--- src/rtl/pc_pkg.sv ---
// Shared definitions for the fetch-front-end program-counter generator.
//   pc_state_e : controller states (BOOT, RUN, HOLD)
//   STALL_PC   : index of the PC-stage stall on the pipeline stall bus
//   DEF_ADDR_W : default PC width shared with the fetch stage
//   DEF_STEP   : default bytes per sequential fetch shared with the fetch stage
package pc_pkg;

  typedef enum logic [1:0] {
    BOOT = 2'd0,
    RUN  = 2'd1,
    HOLD = 2'd2
  } pc_state_e;

  localparam int unsigned STALL_PC   = 0;
  localparam int unsigned DEF_ADDR_W = 32;
  localparam int unsigned DEF_STEP   = 4;

endpackage : pc_pkg

--- src/rtl/pc_gen.sv ---
// Program-counter generator: issues fetch addresses over valid/ready, applies
// redirects with priority over stalls and tags requests with a wrapping epoch.
// Ports:
//   clk, rst            : clock, asynchronous active-low reset
//   stall_i             : pipeline stall bus, bit STALL_PC stalls this stage
//   redirect_i/_pc_i    : single-cycle redirect strobe and target
//   req_valid_o/_pc_o   : fetch request and its address
//   req_epoch_o         : epoch tag of the current request
//   req_ready_i         : fetch stage accepts the request
//   epoch_o             : current epoch
//   misalign_o          : one-cycle pulse for a redirect target not STEP-aligned
module pc_gen
  import pc_pkg::*;
#(
  parameter int unsigned ADDR_W    = DEF_ADDR_W,
  parameter logic [ADDR_W-1:0] RESET_VEC = '0,
  parameter int unsigned STEP      = DEF_STEP,
  parameter int unsigned STALL_W   = 6,
  parameter int unsigned EPOCH_W   = 2
) (
  input  logic               clk,
  input  logic               rst,
  input  logic [STALL_W-1:0] stall_i,
  input  logic               redirect_i,
  input  logic [ADDR_W-1:0]  redirect_pc_i,
  output logic               req_valid_o,
  output logic [ADDR_W-1:0]  req_pc_o,
  output logic [EPOCH_W-1:0] req_epoch_o,
  input  logic               req_ready_i,
  output logic [EPOCH_W-1:0] epoch_o,
  output logic               misalign_o
);

  localparam logic [ADDR_W-1:0]  STEP_INC  = ADDR_W'(STEP);
  localparam logic [ADDR_W-1:0]  STEP_MASK = ADDR_W'(STEP - 1);
  localparam logic [EPOCH_W-1:0] EPOCH_ONE = EPOCH_W'(1);

  pc_state_e          state_q, state_d;
  logic               valid_q, valid_d;
  logic [ADDR_W-1:0]  pc_q, pc_d;
  logic [EPOCH_W-1:0] epoch_q, epoch_d;
  logic               misalign_q, misalign_d;

  logic stall_c;
  logic accept_c;
  logic stall_unused_c;

  assign stall_c        = stall_i[STALL_PC];
  assign accept_c       = valid_q & req_ready_i;
  // Only the PC-stage bit matters; fold the whole bus so no bit is left dangling.
  assign stall_unused_c = ^stall_i;

  // Next-state, next-PC and epoch selection.
  always_comb begin
    state_d    = state_q;
    valid_d    = valid_q;
    pc_d       = pc_q;
    epoch_d    = epoch_q;
    misalign_d = 1'b0;

    case (state_q)
      BOOT: begin
        // Redirects are ignored until the first request has been set up.
        pc_d    = RESET_VEC;
        valid_d = ~stall_c;
        state_d = stall_c ? HOLD : RUN;
      end
      default: begin
        if (redirect_i) begin
          // Replaces any pending request; a same-cycle accept used the old epoch.
          pc_d       = redirect_pc_i & ~STEP_MASK;
          valid_d    = 1'b1;
          epoch_d    = epoch_q + EPOCH_ONE;
          misalign_d = |(redirect_pc_i & STEP_MASK);
          state_d    = RUN;
        end else if (valid_q) begin
          // A pending request holds until accepted, even under stall.
          if (accept_c) begin
            pc_d    = pc_q + STEP_INC;
            valid_d = ~stall_c;
            state_d = stall_c ? HOLD : RUN;
          end
        end else begin
          // No request pending: pc_q already holds the next address.
          valid_d = ~stall_c;
          state_d = stall_c ? HOLD : RUN;
        end
      end
    endcase
  end

  // State and output registers.
  always_ff @(posedge clk or negedge rst) begin
    if (!rst) begin
      state_q    <= BOOT;
      valid_q    <= 1'b0;
      pc_q       <= RESET_VEC;
      epoch_q    <= '0;
      misalign_q <= 1'b0;
    end else begin
      state_q    <= state_d;
      valid_q    <= valid_d;
      pc_q       <= pc_d;
      epoch_q    <= epoch_d;
      misalign_q <= misalign_d;
    end
  end

  assign req_valid_o = valid_q;
  assign req_pc_o    = pc_q;
  assign req_epoch_o = epoch_q;
  assign epoch_o     = epoch_q;
  assign misalign_o  = misalign_q;

endmodule : pc_gen

--- config.mk ---
export PLATFORM = sky130hd
export DESIGN_NAME = pc_gen
export DESIGN_NICKNAME = d
export VERILOG_FILES = /design/src/rtl/pc_pkg.sv /design/src/rtl/pc_gen.sv
export SDC_FILE = /design/constraint.sdc
export NUM_CORES = 1
export LEC_CHECK = 0
export ABC_AREA = 0
export CAP_MARGIN = 5
export CORE_UTILIZATION = 48
export DETAILED_ROUTE_END_ITERATION = 10
export PLACE_DENSITY_LB_ADDON = 0.08
export SYNTH_ARGS = -nofsm -noshare
export SYNTH_HDL_FRONTEND = slang
export SYNTH_SLANG_ARGS = --single-unit
--- constraint.sdc ---
create_clock -name clk -period 4.4 [get_ports clk]
set_input_delay 0.44 -clock clk [delete_from_list [all_inputs] [get_ports clk]]
set_output_delay 0.44 -clock clk [all_outputs]
set_load 0.02 [all_outputs]
==> impl_metrics.toml, run 1 <==
[clocking]
clk_latency_ns = 0.29
cts_tree = "built"
path_clk_slew_ns = 0.07
postCtsResizedCells = 0
cts_root_buf = "clkbuf_8"
cts_setup_buffers = 0
clock-sinks = 36
cts_buffer_depth = 2
numCtsBuffers = 5
htreeDepth = 2
ctsHoldBuffers = 0

[pwr]
power_mw = 1.09
peakVddDrop_uv = 238
pwr_density_cell_mw_per_mm2 = 362
p_leak_nw = 1.15

[synth]
yosysSeqAreaShare_pct = 40.5
ys_ff_latch = 36
synth_largest_area_cell = "dfrtp_1"
synth_common_cells = "dfrtp_1, a21oi_1, xnor2_1"
avgSynthCellArea_sq_um = 9.27
synth_cells = 240
yosysWarningCount = 0
synthTopCellsByArea = "dfrtp_1, xnor2_1, a21oi_1"
synth_most_common_cell = "dfrtp_1"
async_reset_ff_share_pct = 100
synth_cell_types = 47
ys.flop_type = "dfrtp_1"
yosysTopAreaCellShare_pct = 40.5
synth_edf_count = 0
synthesis.area_sq_mm = 0.00222

[global_route]
antenna_found_initial = 0
overflow = 0
grt_use_total_pct = 23.3
grt_pass1_wl_mm = 9.04
grt_max_degree = 37
grt_pass1_vias = 1859

[finish]
layout.nets = 350
diodes = 0
utilization_pct = 68.1
drive_gt1_share_pct = 7.82
syn2layout_area_growth_pct = 35.1

[timing]
fin_crit_ns = 2.14
finalMaxSlewViolations = 0
maxSlewHeadroom_pct = 45.5
finalSetupTns_ns = 0
holdWs_ns = 0.239
fin_skew_ns = 0.00222
post-route-period-util_pct = 48.6
rsz0062_at_grt = "false"
hold_viol = 0
clock.fmax_ghz = 0.468
final-setup-viol-count = 0
max_slew.worst_pin.slew_ns = 0.817

[drt]
vias_per_cell = 5.78
drt_iter0_drc = 132
wl_per_cell_microns = 15.3
dr_total_vias = 2074
first_pass_iters = 4
wl_mm = 5.51
postRouteAntennaNets = 0
drc = 0

[setup_path]
critPathArrivalTime_ns = 2.37
cp_max_fo = 8
startpoint_type = "primary input"
rr_worst_depth = 6
path_class = "primary input to flop"
r2r_end = "req_pc_o[16]"
crit_path_end_kind = "flop"
cp.required_ns = 4.63
ff2ff_setup_slack_ns = 2.45
r2r_start = "req_pc_o[2]"

[die]
ios = 80
dieArea_sq_mm = 0.00491
die_h_microns = 70.1
dieWidth_microns = 70.1
num_rows = 24
core_sq_mm = 0.00441
initial_core_util_pct = 50.4

[min_path]
hp-class = "primary input to asynchronous set/reset pin"

[place]
hpwl_mm = 3.89
io_buffer_count = 72
place_congestion = 0.772

[job]
max_cap_viol_count = 0

[status]
outcome = "completed"
placed cells by master (no fill, tap or decap), types with 2 or more instances in the layout:
| cell type | count |
|---|---|
| nor3_1 | 4 |
| a211oi_1 | 3 |
| dfrtp_1 | 36 |
| and3_1 | 8 |
| nor2b_1 | 2 |
| and4_2 | 3 |
| clkdlybuf4s50_1 | 71 |
| nor2_1 | 16 |
| conb_1 | 2 |
| a21oi_1 | 24 |
| buf_4 | 3 |
| xor2_1 | 7 |
| and4_1 | 3 |
| nor3b_1 | 4 |
| nand4_2 | 2 |
| o21ai_0 | 15 |
| nand4_1 | 10 |
| nand2_1 | 16 |
| mux2i_1 | 5 |
| nor4_1 | 7 |
| nand2b_1 | 2 |
| and3_2 | 2 |
| o22ai_1 | 5 |
| clkbuf_8 | 5 |
| nand3_1 | 13 |
| inv_1 | 2 |
| xnor2_1 | 18 |
final cells by class:
class,count,area [sq um]
inverters,2,7.51
flip-flops and latches,36,901
repair buffers,75,738
clock inverters,1,5.00
well taps,52,65.1
fillers,381,1410
multi-input cells,187,1220
clock buffers,6,72.6
worst max-delay path by stage:
stage                              end  cells past startpoint  slack, ns         from
final                     req_pc_o[19]                      6       2.26  req_ready_i
after global routing      req_pc_o[19]                      6       2.16  req_ready_i
after CTS                 req_pc_o[19]                      6       2.27  req_ready_i
after detailed placement  req_pc_o[19]                      6       1.98  req_ready_i
after global placement    req_pc_o[19]                      6       1.96  req_ready_i
after floorplan           req_pc_o[19]                      5       2.61  req_valid_o
logic make-up after synthesis:
family | Yosys count | synth area share [%]
AND/OR/NAND/NOR | 102 | 28.2
adder cells (fa/ha/maj) | 1 | 0.562
buffers and inverters | 18 | 5.01
XOR/XNOR | 25 | 9.84
other | 1 | 0.169
multiplexers | 5 | 2.25
AO/OA/AOI/OAI | 52 | 13.4
flip-flops | 36 | 40.5
per-layer routing:
layer | GRT usage, % | vias up | wire (microns)
li1 | - | 1003 | -
met1 | 32.1 | 1011 | 2530
met2 | 37.8 | 56 | 2690
met3 | 5.05 | 4 | 253
met4 | 4.89 | 0 | 37
met5 | 0 | - | 0
per-stage QoR:
step	std cells	area, sq um	setup WS [ns]
floorplan	241	2230	2.61
global placement	352	2930	1.96
detailed placement	352	2930	1.98
CTS	359	3010	2.27
global route	359	3010	2.16
finish	359	3010	2.26
registers in the layout, summed over array words and instances, names as in the netlist:
| signal | cells |
|---|---|
| state_q | 2 |
| epoch_o | 2 |
| req_valid_o | 1 |
| misalign_o | 1 |
| req_pc_o | 30 |
worst max-delay path, cell delays in order:
cell and delay [ns]:
clkdlybuf4s50_1 0.61, nand4_2 0.21, nor4_4 0.49, and4_1 0.27, mux2i_1 0.19, o211a_1 0.16
power breakdown:
part | leakage, nW | switching (mW) | internal (mW)
registers | 0.434 | 0.0838 | 0.386
logic | 0.676 | 0.193 | 0.202
clock network | 0.0410 | 0.115 | 0.108
(Power assumes the default switching activity.)
==> inputs of run 2 (changes only) <==
--- a/config.mk
+++ b/config.mk
@@ -7,7 +7,7 @@
 export LEC_CHECK = 0
 export ABC_AREA = 0
 export CAP_MARGIN = 5
-export CORE_UTILIZATION = 48
+export CORE_UTILIZATION = 45
 export DETAILED_ROUTE_END_ITERATION = 10
 export PLACE_DENSITY_LB_ADDON = 0.08
 export SYNTH_ARGS = -nofsm -noshare
==> constraint.sdc (replaced) <==
create_clock -name clk -period 2.05 [get_ports clk]
set_input_delay 0.205 -clock clk [delete_from_list [all_inputs] [get_ports clk]]
set_output_delay 0.205 -clock clk [all_outputs]
set_load 0.02 [all_outputs]
==> run 2 against run 1 <==
Die area grew 6.5%. Hold slack lost 0.24 ns. Sequential power grew 110%. Final cell count grew 7.5%. Sequential share of layout area shrank 1.4 points. First-iteration DRC count shrank 23%. Clock power grew to 3.1 times the previous value. Clock skew grew 0.0082 ns. Sequential cell count is the same. Via count grew 0.63%. Power grew 140%. Largest power group unchanged.
==> impl_metrics.toml, run 2 (same netlist as run 1, synthesis figures left out) <==
[timing]
fin_skew_ns = 0.0104
finalMaxSlewViolations = 0
rsz0062_at_grt = "false"
final-setup-viol-count = 0
holdWs_ns = 0.00374
post-route-period-util_pct = 90.9
finalSetupTns_ns = 0
max_slew.worst_pin.slew_ns = 0.824
clock.fmax_ghz = 0.537
maxSlewHeadroom_pct = 45.1
hold_viol = 0
fin_crit_ns = 1.86

[finish]
diodes = 0
layout_commonest_cell = "clkdlybuf4s50_1"
fill_cells = 421
layout_common_cells = "clkdlybuf4s50_1, dfrtp_1, a21oi_1"
drive_gt1_share_pct = 11.6
largest_reg_flops = 30
multi_input_area_sq_mm = 0.00122
syn2layout_area_growth_pct = 41.8
final_cells = 386
regArea_sq_um = 901
layout.nets = 361

[clocking]
cts_setup_buffers = 0
clock-sinks = 36
postCtsResizedCells = 0
path_clk_slew_ns = 0.08
htreeDepth = 2
clk_latency_ns = 0.30
ctsHoldBuffers = 0
cts_tree = "built"
cts_root_buf = "clkbuf_8"
cts_buffer_depth = 2
numCtsBuffers = 5

[drt]
first_pass_iters = 4
vias_per_cell = 5.41
postRouteAntennaNets = 0
dr_total_vias = 2087
wl_per_cell_microns = 14.7
wl_mm = 5.69
drt_iter0_drc = 101
drc = 0

[global_route]
grt_pass1_vias = 1944
overflow = 0
grt_pass1_wl_mm = 9.34
grt_use_total_pct = 23.2
antenna_found_initial = 0
grt_max_degree = 37

[die]
core_sq_mm = 0.00475
dieArea_sq_mm = 0.00523
ios = 80
num_rows = 25
dieWidth_microns = 72.3
initial_core_util_pct = 46.8
die_h_microns = 72.3

[setup_path]
critPathArrivalTime_ns = 2.02
cp_max_fo = 7
crit_path_end_kind = "flop"
path_class = "flop to flop"
startpoint_type = "flop"
cp.required_ns = 2.21

[pwr]
p_leak_nw = 1.23
power_mw = 2.57
pwr_density_cell_mw_per_mm2 = 813
peakVddDrop_uv = 330

[place]
io_buffer_count = 72
place_congestion = 0.892
dp.cells = 378
hpwl_mm = 4.04

[status]
outcome = "completed"

[min_path]
hp-class = "primary input to asynchronous set/reset pin"

[job]
max_cap_viol_count = 0
## run 2: changes by cell type in the layout (fill, tap and decap cells not counted)
cell,delta
buf_4,+11
bufinv_16,+1
clkbuf_1,-1
clkbuf_8,+2
clkinv_2,-1
## run 2: final cells by class
type | count | area share, %
clock inverter | 1 | 0.952
tap | 67 | 2.66
timing repair buffer | 86 | 26.0
sequential | 36 | 28.5
inverter | 2 | 0.238
multi-input combinational | 187 | 38.5
clock buffer | 7 | 3.05
## run 2: worst max-delay path, stage by stage (launching register included)
cell and delay (ns):
dfrtp_1 0.52, ha_1 0.31, nand3_1 0.15, nor3_2 0.21, buf_4 0.17, and3_1 0.18
xnor2_1 0.12, a21oi_1 0.08
## run 2: report_power, final
group / leakage, nW / internal [mW] / switching [mW]
combinational: 0.731 / 0.447 / 0.424
clock: 0.0645 / 0.429 / 0.264
sequential: 0.434 / 0.828 / 0.174
## run 2: worst paths after layout
kind / endpoint / from / slack (ns) / cells after the start
min in group clk: misalign_o / redirect_pc_i[0] / 0.46 / 3
max in group asynchronous: req_pc_o[13] / rst / 1.52 / 1
worst min register to register: epoch_o[1] / epoch_o[1] / 0.49 / 1
worst max register to register: req_pc_o[16] / req_pc_o[2] / 0.19 / 7
worst max-delay path: req_pc_o[16] / req_pc_o[2] / 0.19 / 7
worst min-delay path: req_pc_o[18] / rst / 0.004 / 1
## run 2: metrics by stage
step           instance area [sq um]  utilization [%]  worst slack [ns]
2_1_floorplan                   2230                -             0.264
3_3_place_gp                    3030             63.7            0.0437
3_5_place_dp                    3030             63.7            0.0672
4_1_cts                         3160             66.4             0.203
5_1_grt                         3160             66.4            0.0727
6_report                        3160             66.4             0.187
## run 2: routing by layer
| layer | track usage [%] | routed length [microns] | up-vias | part of all wire, % |
|---|---|---|---|---|
| li1 | - | - | 1027 | - |
| met1 | 31.2 | 2710 | 994 | 48 |
| met4 | 8.93 | 78 | 0 | 1.4 |
| met5 | 0 | 0 | - | 0 |
| met3 | 4.31 | 255 | 7 | 4.5 |
| met2 | 37.2 | 2640 | 59 | 46 |
